<file path="config.mk">
export PLATFORM = sky130hd
export DESIGN_NAME = inst_fetch
export DESIGN_NICKNAME = d
export VERILOG_FILES = /design/src/rtl/inst_fetch_pkg.sv /design/src/rtl/fetch_byte_asm.sv /design/src/rtl/inst_fetch.sv
export SDC_FILE = /design/constraint.sdc
export NUM_CORES = 1
export LEC_CHECK = 0
export ABC_AREA = 1
export BUFFER_PORTS_ARGS = -buffer_cell sky130_fd_sc_hd__buf_2
export CORE_MARGIN = 4
export CORE_UTILIZATION = 50
export DETAILED_ROUTE_END_ITERATION = 10
export GPL_TIMING_DRIVEN = 1
export PLACE_DENSITY = 0.86
export SYNTH_ARGS = -nofsm -noshare
export SYNTH_HDL_FRONTEND = slang
export SYNTH_SLANG_ARGS = --single-unit
export TNS_END_PERCENT = 1
</file>
<file path="constraint.sdc">
create_clock -name clk -period 3.5 [get_ports clk]
set_input_delay 0.525 -clock clk [delete_from_list [all_inputs] [get_ports clk]]
set_output_delay 0.525 -clock clk [all_outputs]
set_load 0.05 [all_outputs]
</file>
<file path="src/rtl/inst_fetch_pkg.sv">
// ============================================================================
// inst_fetch_pkg
// Purpose : Shared widths, constants, fetch FSM state encoding and a PC
//           arithmetic helper for the instruction fetch stage.
// Contents: InstAddrBus / InstBus widths, ZeroWord, True_v / False_v,
//           fetch_state_e {FetchLookup, FetchMiss, FetchFill, FetchDrain},
//           pc_plus() 32-bit modulo adder.
// ============================================================================
package inst_fetch_pkg;

    localparam int unsigned InstAddrBus = 32;
    localparam int unsigned InstBus     = 32;

    localparam logic [InstBus-1:0] ZeroWord = '0;
    localparam logic               True_v   = 1'b1;
    localparam logic               False_v  = 1'b0;

    typedef enum logic [1:0] {
        FetchLookup = 2'd0,
        FetchMiss   = 2'd1,
        FetchFill   = 2'd2,
        FetchDrain  = 2'd3
    } fetch_state_e;

    // Address arithmetic wraps modulo 2^32 (0xFFFF_FFFC + 4 -> 0).
    function automatic logic [InstAddrBus-1:0] pc_plus(
        input logic [InstAddrBus-1:0] pc,
        input logic [InstAddrBus-1:0] off
    );
        return pc + off;
    endfunction

endpackage

</file>
<file path="src/rtl/fetch_byte_asm.sv">
// ============================================================================
// fetch_byte_asm
// Purpose : Collects the four bytes of one instruction returned by the
//           byte-wide memory port and assembles them little-endian.
// Ports   :
//   clk, rst_n  clock, synchronous active-low reset
//   i_clear     drop any partial word and restart at byte 0 (wins over load)
//   i_load      store i_byte at byte lane o_cnt and advance the counter
//   i_byte      returned memory byte
//   o_cnt       index of the next byte to be stored (0..3)
//   o_word      assembled word, byte k in bits [8k+7:8k]
//   o_done      combinational: this load stores byte 3 (word complete)
// ============================================================================
module fetch_byte_asm
    import inst_fetch_pkg::*;
(
    input  logic               clk,
    input  logic               rst_n,
    input  logic               i_clear,
    input  logic               i_load,
    input  logic [7:0]         i_byte,
    output logic [1:0]         o_cnt,
    output logic [InstBus-1:0] o_word,
    output logic               o_done
);

    logic [1:0]         r_cnt;
    logic [InstBus-1:0] r_word;

    always_ff @(posedge clk) begin
        if (!rst_n || i_clear) begin
            r_cnt  <= 2'd0;
            r_word <= ZeroWord;
        end else if (i_load) begin
            r_word[{r_cnt, 3'b000} +: 8] <= i_byte;
            r_cnt                        <= r_cnt + 2'd1;
        end
    end

    assign o_cnt  = r_cnt;
    assign o_word = r_word;
    assign o_done = i_load && (r_cnt == 2'd3);

endmodule

</file>
<file path="src/rtl/inst_fetch.sv">
// ============================================================================
// inst_fetch
// Purpose : Instruction fetch stage. Owns the fetch PC, looks it up in the
//           instruction cache, and on a miss reads the 4-byte instruction
//           one byte at a time, fills the cache and hands the word to decode
//           through a valid/ready output register.
// Config  : FETCH_CACHE_FILL_EN defined   -> cache hits used, FILL writes cache.
//           FETCH_CACHE_FILL_EN undefined -> cache_we_o tied 0, cache_hit_i
//           ignored (every fetch goes to memory).
// Ports   :
//   RESET_PC                  PC after reset
//   clk, rst_n                clock, synchronous active-low reset
//   rdy                       global enable; low freezes state and outputs
//   redirect_i/redirect_pc_i  branch/jump redirect and its target
//   cache_rpc_o               cache lookup address (= fetch PC)
//   cache_hit_i/cache_inst_i  combinational lookup result
//   cache_we_o/wpc_o/winst_o  cache fill port
//   mem_req_o/mem_addr_o      byte read request
//   mem_gnt_i                 request accepted this cycle
//   mem_valid_i/mem_data_i    byte returned (cycle after grant)
//   inst_valid_o/inst_o/inst_pc_o  output register to decode
//   id_ready_i                decode accepts when high with inst_valid_o
// ============================================================================
module inst_fetch
    import inst_fetch_pkg::*;
#(
    parameter logic [InstAddrBus-1:0] RESET_PC = 32'h0000_0000
) (
    input  logic                   clk,
    input  logic                   rst_n,
    input  logic                   rdy,
    input  logic                   redirect_i,
    input  logic [InstAddrBus-1:0] redirect_pc_i,
    output logic [InstAddrBus-1:0] cache_rpc_o,
    input  logic                   cache_hit_i,
    input  logic [InstBus-1:0]     cache_inst_i,
    output logic                   cache_we_o,
    output logic [InstAddrBus-1:0] cache_wpc_o,
    output logic [InstBus-1:0]     cache_winst_o,
    output logic                   mem_req_o,
    output logic [InstAddrBus-1:0] mem_addr_o,
    input  logic                   mem_gnt_i,
    input  logic                   mem_valid_i,
    input  logic [7:0]             mem_data_i,
    output logic                   inst_valid_o,
    output logic [InstBus-1:0]     inst_o,
    output logic [InstAddrBus-1:0] inst_pc_o,
    input  logic                   id_ready_i
);

    fetch_state_e           r_state;
    fetch_state_e           w_state_d;
    logic [InstAddrBus-1:0] r_pc;
    logic                   r_outstanding;
    logic                   r_inst_valid;
    logic [InstBus-1:0]     r_inst;
    logic [InstAddrBus-1:0] r_inst_pc;

    logic                   w_hit;
    logic                   w_free;
    logic                   w_gnt_take;
    logic                   w_pending;
    logic                   w_capture;
    logic                   w_clear;
    logic                   w_done;
    logic [1:0]             w_cnt;
    logic [InstBus-1:0]     w_word;
    logic                   w_load_out;
    logic [InstBus-1:0]     w_load_data;
    logic                   w_fill_we;

`ifdef FETCH_CACHE_FILL_EN
    logic r_fill_first;

    assign w_hit = cache_hit_i;

    // Only the first FILL cycle writes; retries while decode stalls do not.
    always_ff @(posedge clk) begin
        if (!rst_n) begin
            r_fill_first <= False_v;
        end else if (r_state == FetchMiss && w_done) begin
            r_fill_first <= True_v;
        end else if (rdy && r_state == FetchFill) begin
            r_fill_first <= False_v;
        end
    end

    assign w_fill_we = r_fill_first;
`else
    logic w_unused_hit;

    assign w_unused_hit = cache_hit_i;
    assign w_hit        = False_v;
    assign w_fill_we    = False_v;
`endif

    assign w_free = !r_inst_valid || id_ready_i;

    // ------------------------------------------------------------------
    // Memory handshake bookkeeping
    // ------------------------------------------------------------------
    assign w_gnt_take = mem_req_o && mem_gnt_i;

    // A byte is still owed to us after this edge: either an older request
    // whose data has not arrived yet, or a grant happening right now.
    assign w_pending = (r_outstanding && !mem_valid_i) || w_gnt_take;

    // Capture is not gated by rdy: memory keeps returning data regardless.
    assign w_capture = mem_valid_i && r_outstanding && (r_state == FetchMiss);
    assign w_clear   = rdy && (redirect_i || r_state == FetchLookup);

    always_ff @(posedge clk) begin
        if (!rst_n) begin
            r_outstanding <= False_v;
        end else if (w_gnt_take) begin
            r_outstanding <= True_v;
        end else if (mem_valid_i) begin
            r_outstanding <= False_v;
        end
    end

    fetch_byte_asm u_byte_asm (
        .clk    (clk),
        .rst_n  (rst_n),
        .i_clear(w_clear),
        .i_load (w_capture),
        .i_byte (mem_data_i),
        .o_cnt  (w_cnt),
        .o_word (w_word),
        .o_done (w_done)
    );

    // ------------------------------------------------------------------
    // FSM: state register
    // ------------------------------------------------------------------
    always_ff @(posedge clk) begin
        if (!rst_n) begin
            r_state <= FetchLookup;
        end else begin
            r_state <= w_state_d;
        end
    end

    // ------------------------------------------------------------------
    // FSM: next state
    // ------------------------------------------------------------------
    always_comb begin
        w_state_d = r_state;
        if (rdy && redirect_i) begin
            w_state_d = w_pending ? FetchDrain : FetchLookup;
        end else begin
            case (r_state)
                FetchLookup: begin
                    if (rdy && w_free && !w_hit) begin
                        w_state_d = FetchMiss;
                    end
                end
                FetchMiss: begin
                    // Follows the byte capture, so it may fire while rdy is low.
                    if (w_done) begin
                        w_state_d = FetchFill;
                    end
                end
                FetchFill: begin
                    if (rdy && w_free) begin
                        w_state_d = FetchLookup;
                    end
                end
                FetchDrain: begin
                    if (rdy && (!r_outstanding || mem_valid_i)) begin
                        w_state_d = FetchLookup;
                    end
                end
                default: w_state_d = FetchLookup;
            endcase
        end
    end

    // ------------------------------------------------------------------
    // FSM: outputs
    // ------------------------------------------------------------------
    always_comb begin
        mem_req_o     = False_v;
        mem_addr_o    = ZeroWord;
        cache_we_o    = False_v;
        cache_wpc_o   = ZeroWord;
        cache_winst_o = ZeroWord;
        w_load_out    = False_v;
        w_load_data   = cache_inst_i;
        case (r_state)
            FetchLookup: begin
                w_load_out = rdy && !redirect_i && w_free && w_hit;
            end
            FetchMiss: begin
                // One byte in flight at most.
                mem_req_o  = rdy && !r_outstanding;
                mem_addr_o = pc_plus(r_pc, {30'd0, w_cnt});
            end
            FetchFill: begin
                cache_we_o    = rdy && !redirect_i && w_fill_we;
                cache_wpc_o   = r_pc;
                cache_winst_o = w_word;
                w_load_out    = rdy && !redirect_i && w_free;
                w_load_data   = w_word;
            end
            default: ;
        endcase
    end

    assign cache_rpc_o = r_pc;

    // ------------------------------------------------------------------
    // Fetch PC
    // ------------------------------------------------------------------
    always_ff @(posedge clk) begin
        if (!rst_n) begin
            r_pc <= RESET_PC;
        end else if (rdy) begin
            if (redirect_i) begin
                r_pc <= redirect_pc_i;
            end else if (w_load_out) begin
                r_pc <= pc_plus(r_pc, 32'd4);
            end
        end
    end

    // ------------------------------------------------------------------
    // Output register to decode
    // ------------------------------------------------------------------
    always_ff @(posedge clk) begin
        if (!rst_n) begin
            r_inst_valid <= False_v;
            r_inst       <= ZeroWord;
            r_inst_pc    <= ZeroWord;
        end else if (rdy) begin
            if (redirect_i) begin
                // Drop the held instruction even if decode is taking it now.
                r_inst_valid <= False_v;
            end else if (w_load_out) begin
                r_inst_valid <= True_v;
                r_inst       <= w_load_data;
                r_inst_pc    <= r_pc;
            end else if (id_ready_i) begin
                r_inst_valid <= False_v;
            end
        end
    end

    assign inst_valid_o = r_inst_valid;
    assign inst_o       = r_inst;
    assign inst_pc_o    = r_inst_pc;

endmodule
</file>
==> impl_metrics.yaml <==
worst_setup_path:
  cp-start-kind: "flop"
  path_class: "flop to primary output"
  crit_required_ns: 2.97
  worstRegToRegCells: 7
  cp-end-kind: "primary output"
  r2r-end: "u_byte_asm.o_word[23]"
  r2r-start: "u_byte_asm.o_cnt[0]"
  arrival_ns: 2.73
  r2r_setup_slack_ns: 1.37
  path_max_fanout: 6
cells_and_area:
  multi_input_area_sq_mm: 0.003840
  n_antenna_cell: 0
  final_nets: 1451
  area_growth_pct: 27.07
  fill_cells: 1319
  drive_above_1_share_pct: 26.24
  seq_area_sq_mm: 0.002683
flow_run:
  drv_cap: 0
clock_network:
  clock_latency_ns: 0.43
  cts_resized: 0
  cts_sinks: 134
  clockRootBuffer: "clkbuf_16"
  tritoncts: "done"
  postCtsSetupRepairBufs: 0
  htree_levels: 4
  clk_pin_slew_ns: 0.06
  cts_buffer_depth: 2
  cts_buffers: 17
  ctsHoldBuffers: 0
placement:
  globalplace.congestion: 0.9927
  post-place-ws_ns: 0.7229
  portBuffers: 272
  dp_hpwl_microns: 18400
drt:
  vias: 8503
  route.detailed.wl_per_inst_microns: 16.50
  drtPass1Iterations: 5
  drt_iter0_drc: 722
  routed_via_density: 5.465
  drcViolationCount: 0
  drt-total-wl_microns: 25670
  ant_nets: 0
global_routing:
  grt_pass1_vias: 7824
  grt_max_degree: 78
  gr-usage-all-layers_pct: 29.34
  grt_first_pass_wirelength_microns: 39230
  antenna_found_initial: 0
  overflow: 0
synth:
  yosys.cell_types.count: 41
  synth_area_sq_mm: 0.007488
  synth_nets: 1215
  yosys_warnings: 0
  syn_inst: 1126
  ys.flop_type: "dfxtp_1"
  ys_ff_latch: 134
  synth_edf_count: 0
  syn_area_per_cell_sq_um: 6.650
  synth_top_area_share_pct: 35.82
  yosysTopAreaCell: "dfxtp_1"
  async_flop_share_pct: 0
  ys_seq_area_share_pct: 35.82
  synthTopCellsByArea: "dfxtp_1, nand2_1, inv_1, a21oi_1, a211oi_1"
  ys_top_cells_by_count: "nand2_1, inv_1, nor2_1"
  yosysMostFrequentCell: "nand2_1"
power:
  comb_power_share_pct: 21.3
  power.internal_w: 0.003014
  sequentialPowerShare_pct: 37.6
  p_per_area_mw_per_mm2: 472.8
  leakage_nw: 4.215
  p_sw_share_pct: 33.01
  clockPowerShare_pct: 41.0
  max-vdd-ir-drop_uv: 372.9
  power_switching_w: 0.001485
floorplan:
  die_w_microns: 130.4
  core-area_sq_mm: 0.01459
  io_pins: 275
  rows: 44
  die_area_sq_mm: 0.01700
  start_util_pct: 51.33
  dieHeight_microns: 130.4
timing:
  setup_ws_ns: 0.2464
  fin_crit_ns: 3.254
  finalSetupViolCount: 0
  finalCritPeriodShare_pct: 92.96
  worst_pin_slew_ns: 0.6649
  rsz0062_at_grt: "no"
  whs_ns: 0.3792
  drv_slew: 0
  tns_ns: 0
  max_freq_mhz: 307.4
  slew_headroom_pct: 55.62
  hold_viol: 0
  fin_worst_skew_ns: 0.008871
min_path:
  hold_depth: 3
  min_from: "redirect_pc_i[3]"
  hold_end: "cache_rpc_o[3]"
  min_path_type: "input port to flop"
run_status:
  status: "complete, no violations"
## critical path, stage by stage, from the launching register on
cell and delay [ns]:
dfxtp_1 0.36, ha_1 0.21, fa_1 0.46, nand2_1 0.13, nor2_1 0.16, nand2_1 0.13, nor2_2 0.20, nand4_1 0.14
a21oi_1 0.15, o21a_1 0.13, buf_2 0.25
## power by group through the flow
stage          sequential, W  clock, W  combinational, W
2_1_floorplan        0.00195         0          0.000459
3_3_place_gp         0.00172         0          0.000943
3_5_place_dp         0.00172         0          0.000951
4_1_cts              0.00169   0.00187          0.000956
5_1_grt              0.00170   0.00193           0.00103
6_report             0.00169   0.00185          0.000959
## worst max path at each step
stage              startpoint        endpoint  slack [ns]  cells after the start
2_1_floorplan  cache_rpc_o[1]   mem_addr_o[9]        0.15                      6
3_3_place_gp   cache_rpc_o[0]  mem_addr_o[28]        0.77                     10
3_5_place_dp   cache_rpc_o[0]  mem_addr_o[28]        0.72                     10
4_1_cts        cache_rpc_o[0]  mem_addr_o[28]        0.26                     10
5_1_grt        cache_rpc_o[0]  mem_addr_o[28]        0.06                     10
6_report       cache_rpc_o[0]  mem_addr_o[28]        0.25                     10
## area by class of cell
class / count / area share (%)
flip-flops and latches: 134 / 28.19
multi-input cells: 748 / 40.35
repair buffers: 285 / 15.73
inverters: 176 / 6.956
well taps: 184 / 2.419
clock inverters: 8 / 1.302
clock buffers: 21 / 5.049
## layer usage
| metal | global-route usage (%) | up-vias | wire length, microns |
|---|---|---|---|
| met4 | 11.86 | 0 | 725 |
| met1 | 34.23 | 3800 | 9895 |
| li1 | - | 4158 | - |
| met3 | 7.480 | 67 | 2524 |
| met5 | 0 | - | 0 |
| met2 | 51.48 | 478 | 12520 |
## flip-flops by register name (all words and copies together), names as in the netlist
signal,count
cache_rpc_o,32
inst_o,32
inst_pc_o,32
u_byte_asm.o_word,32
r_state,2
u_byte_asm.o_cnt,2
inst_valid_o,1
r_outstanding,1
## through the flow
stage | total power [W] | cell area, sq um | util, % | instances
after global routing | 0.004660 | 9515 | 65.22 | 1556
final | 0.004499 | 9515 | 65.22 | 1556
after global placement | 0.002663 | 8911 | 61.08 | 1527
after CTS | 0.004521 | 9515 | 65.22 | 1556
after detailed placement | 0.002674 | 8911 | 61.08 | 1527
after floorplan | 0.002404 | 7488 | - | 1126
## cell families after synthesis
group | synth area share [%]
AND/OR/NAND/NOR | 24.46
AO/OA/AOI/OAI | 24.31
buffers and inverters | 13.07
flip-flops | 35.82
adder cells (fa/ha/maj) | 1.604
XOR/XNOR | 0.6851
other | 0.05008
## cell usage in the layout, fill, tap and decap left out, types with 10 or more instances in the layout
| cell | count |
|---|---|
| clkbuf_16 | 17 |
| inv_1 | 169 |
| dfxtp_1 | 134 |
| buf_4 | 10 |
| nor2_1 | 137 |
| nor2_2 | 11 |
| nor3_1 | 28 |
| o21ai_0 | 88 |
| a211oi_1 | 77 |
| buf_2 | 272 |
| a21oi_1 | 125 |
| nand2_1 | 171 |
| nand3_1 | 36 |
| nand2_2 | 11 |
(Power assumes the default switching activity.)
